$ cat src/rtl/seq_detect_shift.sv
// Serial pattern detector: WIDTH-sample window, masked compare, saturating count.
// Define SEQ_DETECT_DUAL_EN for a second pattern/mask pair and the z_b output.
module seq_detect_shift #(
  parameter int WIDTH = 5,
  parameter int CNT_W = 8
) (
  input  logic             clk,
  input  logic             reset,
  input  logic             clr,
  input  logic             in_valid,
  input  logic             in,
  input  logic [WIDTH-1:0] pattern,
  input  logic [WIDTH-1:0] mask,
  input  logic             overlap,
`ifdef SEQ_DETECT_DUAL_EN
  input  logic [WIDTH-1:0] pattern_b,
  input  logic [WIDTH-1:0] mask_b,
  output logic             z_b,
`endif
  output logic             z,
  output logic [CNT_W-1:0] match_cnt
);

  localparam int FW = $clog2(WIDTH + 1);
  localparam logic [FW-1:0] FILL_FULL = FW'(WIDTH);
  localparam logic [CNT_W-1:0] CNT_MAX = {CNT_W{1'b1}};

  logic [WIDTH-1:0] win_q, win_d, nwin;
  logic [FW-1:0]    fill_q, fill_d, nfill;
  logic [CNT_W-1:0] cnt_q, cnt_d;
  logic             z_q, z_d;
  logic             hit_a, hit_b, hit;
  logic             zb_q, zb_d;

  always_comb begin
    nwin  = {in, win_q[WIDTH-1:1]};
    nfill = (fill_q == FILL_FULL) ? fill_q : fill_q + 1'b1;
    hit_a = in_valid && (nfill == FILL_FULL) &&
            (((nwin ^ pattern) & mask) == '0);
`ifdef SEQ_DETECT_DUAL_EN
    hit_b = in_valid && (nfill == FILL_FULL) &&
            (((nwin ^ pattern_b) & mask_b) == '0);
`else
    hit_b = 1'b0;
`endif
    hit = hit_a | hit_b;
  end

  always_comb begin
    win_d  = win_q;
    fill_d = fill_q;
    cnt_d  = cnt_q;
    z_d    = 1'b0;
    zb_d   = 1'b0;
    if (clr) begin
      win_d  = '1;
      fill_d = '0;
      cnt_d  = '0;
    end else if (in_valid) begin
      win_d  = nwin;
      fill_d = nfill;
      if (hit) begin
        z_d  = 1'b1;
        zb_d = hit_b;
        if (cnt_q != CNT_MAX) cnt_d = cnt_q + 1'b1;
        // non-overlap: window kept, but WIDTH fresh samples needed
        if (!overlap) fill_d = '0;
      end
    end
  end

  always_ff @(posedge clk or negedge reset) begin
    if (!reset) begin
      win_q  <= '1;
      fill_q <= '0;
      cnt_q  <= '0;
      z_q    <= 1'b0;
      zb_q   <= 1'b0;
    end else begin
      win_q  <= win_d;
      fill_q <= fill_d;
      cnt_q  <= cnt_d;
      z_q    <= z_d;
      zb_q   <= zb_d;
    end
  end

  assign z         = z_q;
  assign match_cnt = cnt_q;
`ifdef SEQ_DETECT_DUAL_EN
  assign z_b = zb_q;
`else
  logic unused_zb;
  assign unused_zb = zb_q;
`endif

endmodule

$ cat config.mk
export PLATFORM = sky130hd
export DESIGN_NAME = seq_detect_shift
export DESIGN_NICKNAME = d
export VERILOG_FILES = /design/src/rtl/seq_detect_shift.sv
export SDC_FILE = /design/constraint.sdc
export NUM_CORES = 1
export LEC_CHECK = 0
export BUFFER_PORTS_ARGS = -buffer_cell sky130_fd_sc_hd__buf_2
export CORE_MARGIN = 1.5
export CORE_UTILIZATION = 25
export CTS_CLUSTER_DIAMETER = 120
export CTS_CLUSTER_SIZE = 14
export DETAILED_ROUTE_END_ITERATION = 16
export PLACE_DENSITY = 0.45
export SYNTH_ARGS = -nofsm -noshare
export SYNTH_HDL_FRONTEND = slang
export SYNTH_SLANG_ARGS = --single-unit
$ cat constraint.sdc
create_clock -name clk -period 2.34 [get_ports clk]
set_clock_uncertainty 0.1 [all_clocks]
set_input_delay 0.117 -clock clk [delete_from_list [all_inputs] [get_ports clk]]
set_output_delay 0.117 -clock clk [all_outputs]
set_load 0.01 [all_outputs]
---- Word level (Yosys, flattened, before mapping) ----
Cells that the tools add are included.
cells by class
  $add $sub $neg .......................... 2
  equality and inequality tests ........... 3
  mux-type cells .......................... 14
  bitwise logic cells ..................... 2
  reduce and logical (&&, ||, !) cells .... 7
operators by type and width
  cell                                           count
  two-way mux 8 bit                              4
  two-way mux 3 bit                              5
  two-way mux 5 bit                              2
  adder 8 x 1 -> 8 bit (second input constant)   1
  inequality test 8 bit (second input constant)  1
  equality test 3 bit (second input constant)    2
  nonzero test 2 bit                             3
  AND 5 bit                                      1
  logical NOT 5 bit                              1
  XOR 5 bit                                      1
  adder 3 x 1 -> 3 bit (second input constant)   1
  two-way mux 1 bit                              3
  AND reduction 3 bit                            1
  logical AND 1 bit                              2
storage, ports and cells
  register bits after elaboration ......... 17
  input bits .............................. 16
  output and inout port bits .............. 9

---- Logic depth before layout (Yosys ltp) ----
  depth in word-level cells ............... 8
  depth in mapped cells ................... 7

---- Worst setup path before layout ----
OpenSTA, ideal clock, no wires.
  path kind ............................... register -> register
  start point ............................. reg win_q[3]
  end point ............................... reg cnt_q[3] (netlist: match_cnt[3])
  setup time .............................. 0.078 ns
  arrival time ............................ 1.619 ns
  setup slack ............................. 0.543 ns
  cell stages (with the launch flop) ...... 6
  path buffers ............................ 0
  path through ............................ dfstp_2 > xor2_1 > a211oi_2 > nand3_2 > or4_1 > a21oi_1
between the ends
  word-level cells in the longest chain between the ends .. 6
ends and longest elaborated chain
  item                           RTL line  text
  start: declaration             28        logic [WIDTH-1:0] win_q, win_d, nwin;
  start signal: assignment       80        win_q <= win_d;
  XOR 5 bit                      39        (((nwin ^ pattern) & mask) == '0);
  AND 5 bit                      39
  logical NOT 5 bit              39
  logical AND 1 bit              38        hit_a = in_valid && (nfill == FILL_FULL) &&
  nonzero test 2 bit (no line)   n/a
  AND reduction 3 bit (no line)  n/a
  end signal: assignment         82        cnt_q <= cnt_d;
  end: declaration               30        logic [CNT_W-1:0] cnt_q, cnt_d;
No other way between the ends.
A chain may end at the register's enable or synchronous reset.

---- Final worst setup path ----
Ends and elaborated chain as after synthesis.

==> results_dict.tcl <==
set metrics [dict create \
    yosysWarningCount 0 \
    cp_cell_sequence "xor2_1, a211oi_2, nand3_2, or4_1, a21oi_1" \
    via_count 794 \
    p_int_w 0.000382 \
    port_buffers 24 \
    combinationalPowerShare_pct 11.8 \
    path_buf_inv 0 \
    diodes 0 \
    antenna_found_initial 0 \
    cts_made_buffers 3 \
    worstPathMaxFanout 15 \
    p_leak_nw 0.480 \
    track_usage_pct 12.4 \
    syn_area_sq_um 898 \
    cts.reportedPaths.clkPinSlew_ns 0.10 \
    fmax_mhz 481 \
    ir_drop_mv 0.121 \
    drv_cap 0 \
    cp_data_required_time_ns 2.45 \
    cts_max_level 1 \
    cts_max_path_buffers 2 \
    grt_pass1_vias 829 \
    final_min_period_over_clock_period_pct 88.8 \
    grt_pass1_wl_um 3980 \
    crit_path_max_incr_delay_ns 0.57 \
    grt_max_degree 18 \
    tns_ns 0 \
    synth_seq_cells 16 \
    synthCells 92 \
    seq_power_share_pct 57.8 \
    crit_family "simple AND/OR/NAND/NOR gates" \
    die_w_um 62.9 \
    drv_slew 0 \
    clock_sinks 16 \
    hold_class "input pin to flop" \
    drive_gt1_share_pct 29.7 \
    io_pins 25 \
    insertion_delay_ns 0.29 \
    wl_um 2160 \
    ant_nets 0 \
    dieHeight_um 62.9 \
    finalInstanceArea_sq_um 1110 \
    hold-path-cell-count 3 \
    crit_cells 5 \
    critPathSlowestCell "or4_1" \
    reg2reg_depth 5 \
    nNetsFinal 138 \
    worst_pin_slew_ns 0.634 \
    synth.yosys.seq_area_share_pct 45.1 \
    power.switching_w 0.000128 \
    rsz0062_at_grt "no" \
    min_period_ns 2.08 \
    grt_overflow 0 \
    wl_per_cell_um 13.2 \
    rows 21 \
    dp_hpwl_um 1590 \
    gp_congestion 0.742 \
    clockRootBuffer "clkbuf_4" \
    start_util_pct 26.5 \
    fin_util_pct 32.8 \
    dpl_cell_area_sq_um 1060 \
    drt_iter0_markers 42 \
    max-slew-margin-rel_pct 57.6 \
    final_hold_viol_count 0 \
    area_growth_pct 23.7 \
    core-area_sq_um 3390 \
    crit_type "flop to flop" \
    tritoncts "done" \
    p_per_area_nw_per_um2 459 \
    die_area_sq_um 3960 \
    p_clk_share_pct 30.3 \
    status "completed" \
    synth_nets 111 \
    dr.pass1.iters 4 \
    cp-end-kind "flop" \
    worstPathArrival_ns 2.19 \
    setup-violations-final 0 \
    cp-start-kind "flop" \
    swShare_pct 25.1 \
    ys_types 28 \
    synth_area_per_cell_sq_um 9.76 \
    viasPerCell 4.84 \
    drc_errors 0 \
]
[power by group through the flow]
stage | Clock (W) | Combinational, W | Sequential, W
after detailed placement | 0 | 0.0000591 | 0.000301
after CTS | 0.000160 | 0.0000622 | 0.000295
after floorplan | 0 | 0.0000329 | 0.000299
after global routing | 0.000175 | 0.0000706 | 0.000297
final | 0.000155 | 0.0000604 | 0.000295
after global placement | 0 | 0.0000577 | 0.000300
[area by class of cell]
type                            instances  area, sq um
Clock buffer                            4         26.3
Fill cell                             357         2280
Inverter                                4         15.0
Multi-Input combinational cell         67          459
Sequential cell                        16          405
Tap cell                               46         57.6
Timing Repair Buffer                   27          148
[cell usage in the layout, fill, tap and decap left out, types with 3 or more instances in the layout]
cell type	instances
buf_2	24
dfrtp_1	12
a21oi_1	7
xor2_1	6
nand2_1	6
nor2b_1	5
inv_1	4
nor2_1	4
o31ai_1	4
or4_1	4
a211o_1	4
dfstp_2	4
nand3_1	3
o21ai_0	3
nor3_1	3
ha_1	3
clkbuf_4	3
[path summary, 6_finish.rpt]
check	from	end	slack [ns]
max in group asynchronous	reset	win_q[4]	1.66
setup reg to reg	win_q[3]	match_cnt[3]	0.26
setup / recovery	win_q[3]	match_cnt[3]	0.26
hold / removal	overlap	fill_q[1]	0.05
hold reg to reg	match_cnt[5]	match_cnt[5]	0.47
min in group asynchronous	reset	fill_q[2]	0.17
[flip-flops by register name, indices dropped and copies added (netlist names)]
| name | count |
|---|---|
| z | 1 |
| fill_q | 3 |
| match_cnt | 8 |
| win_q | 4 |
[cell usage after synthesis (all sizes together)]
cell type | instances | area, sq um
a211o | 4 | 35.0
o21ai | 3 | 15.0
nand2 | 6 | 22.5
nor3 | 3 | 15.0
a22oi | 2 | 15.0
and4 | 2 | 17.5
o41ai | 1 | 8.76
o31ai | 4 | 30.0
nor2b | 5 | 31.3
xor2 | 6 | 52.6
inv | 4 | 15.0
nor2 | 4 | 15.0
and4b | 1 | 10.0
clkbuf | 5 | 18.8
or3 | 1 | 6.26
or4 | 4 | 30.0
dfrtp | 12 | 300
dfstp | 4 | 105
a211oi | 1 | 12.5
nand3 | 4 | 25.0
nor4 | 2 | 12.5
o21ba | 1 | 10.0
a21oi | 7 | 35.0
nor4b | 1 | 8.76
nand4 | 1 | 6.26
o21a | 1 | 7.51
ha | 3 | 37.5
[worst min-delay path, delay by kind of cell]
family / cells / cell delay [ns]
compound gates: 2 / 0.20
buf+inv: 1 / 0.09
[logic make-up (layout without fill, tap and decap cells)]
kind of cell / count (synthesis) / count (layout) / synth area share, %
flops: 16 / 16 / 45.1
xor+xnor: 6 / 6 / 5.85
fa+ha+maj: 3 / 3 / 4.18
buf+inv: 9 / 35 / 3.76
simple gates: 34 / 34 / 22.3
compound gates: 24 / 24 / 18.8
[timing repair]
action                    CTS  global route
hold endpoints to repair   17             0
resized for setup           0             0
hold buffers                2             0
buffers inserted            0             0
[through the flow]
step           hold WS (ns)  setup slack (ns)  power, W  cells
2_1_floorplan        -0.279             0.543  0.000332     92
3_3_place_gp        -0.0342             0.293  0.000358    158
3_5_place_dp        -0.0360             0.271  0.000360    158
4_1_cts              0.0518             0.244  0.000517    164
5_1_grt              0.0782            0.0689  0.000543    164
6_report             0.0500             0.263  0.000510    164
[metal layers]
| layer | up-vias | wire length [um] | part of all wire (%) | track usage [%] |
|---|---|---|---|---|
| met1 | 373 | 1140 | 53 | 18.3 |
| met4 | 0 | 17 | 0.79 | 2.50 |
| li1 | 393 | - | - | - |
| met3 | 4 | 112 | 5.2 | 2.70 |
| met5 | - | 0 | 0 | 0 |
| met2 | 24 | 888 | 41 | 18.5 |
(Power assumes the default switching activity.)
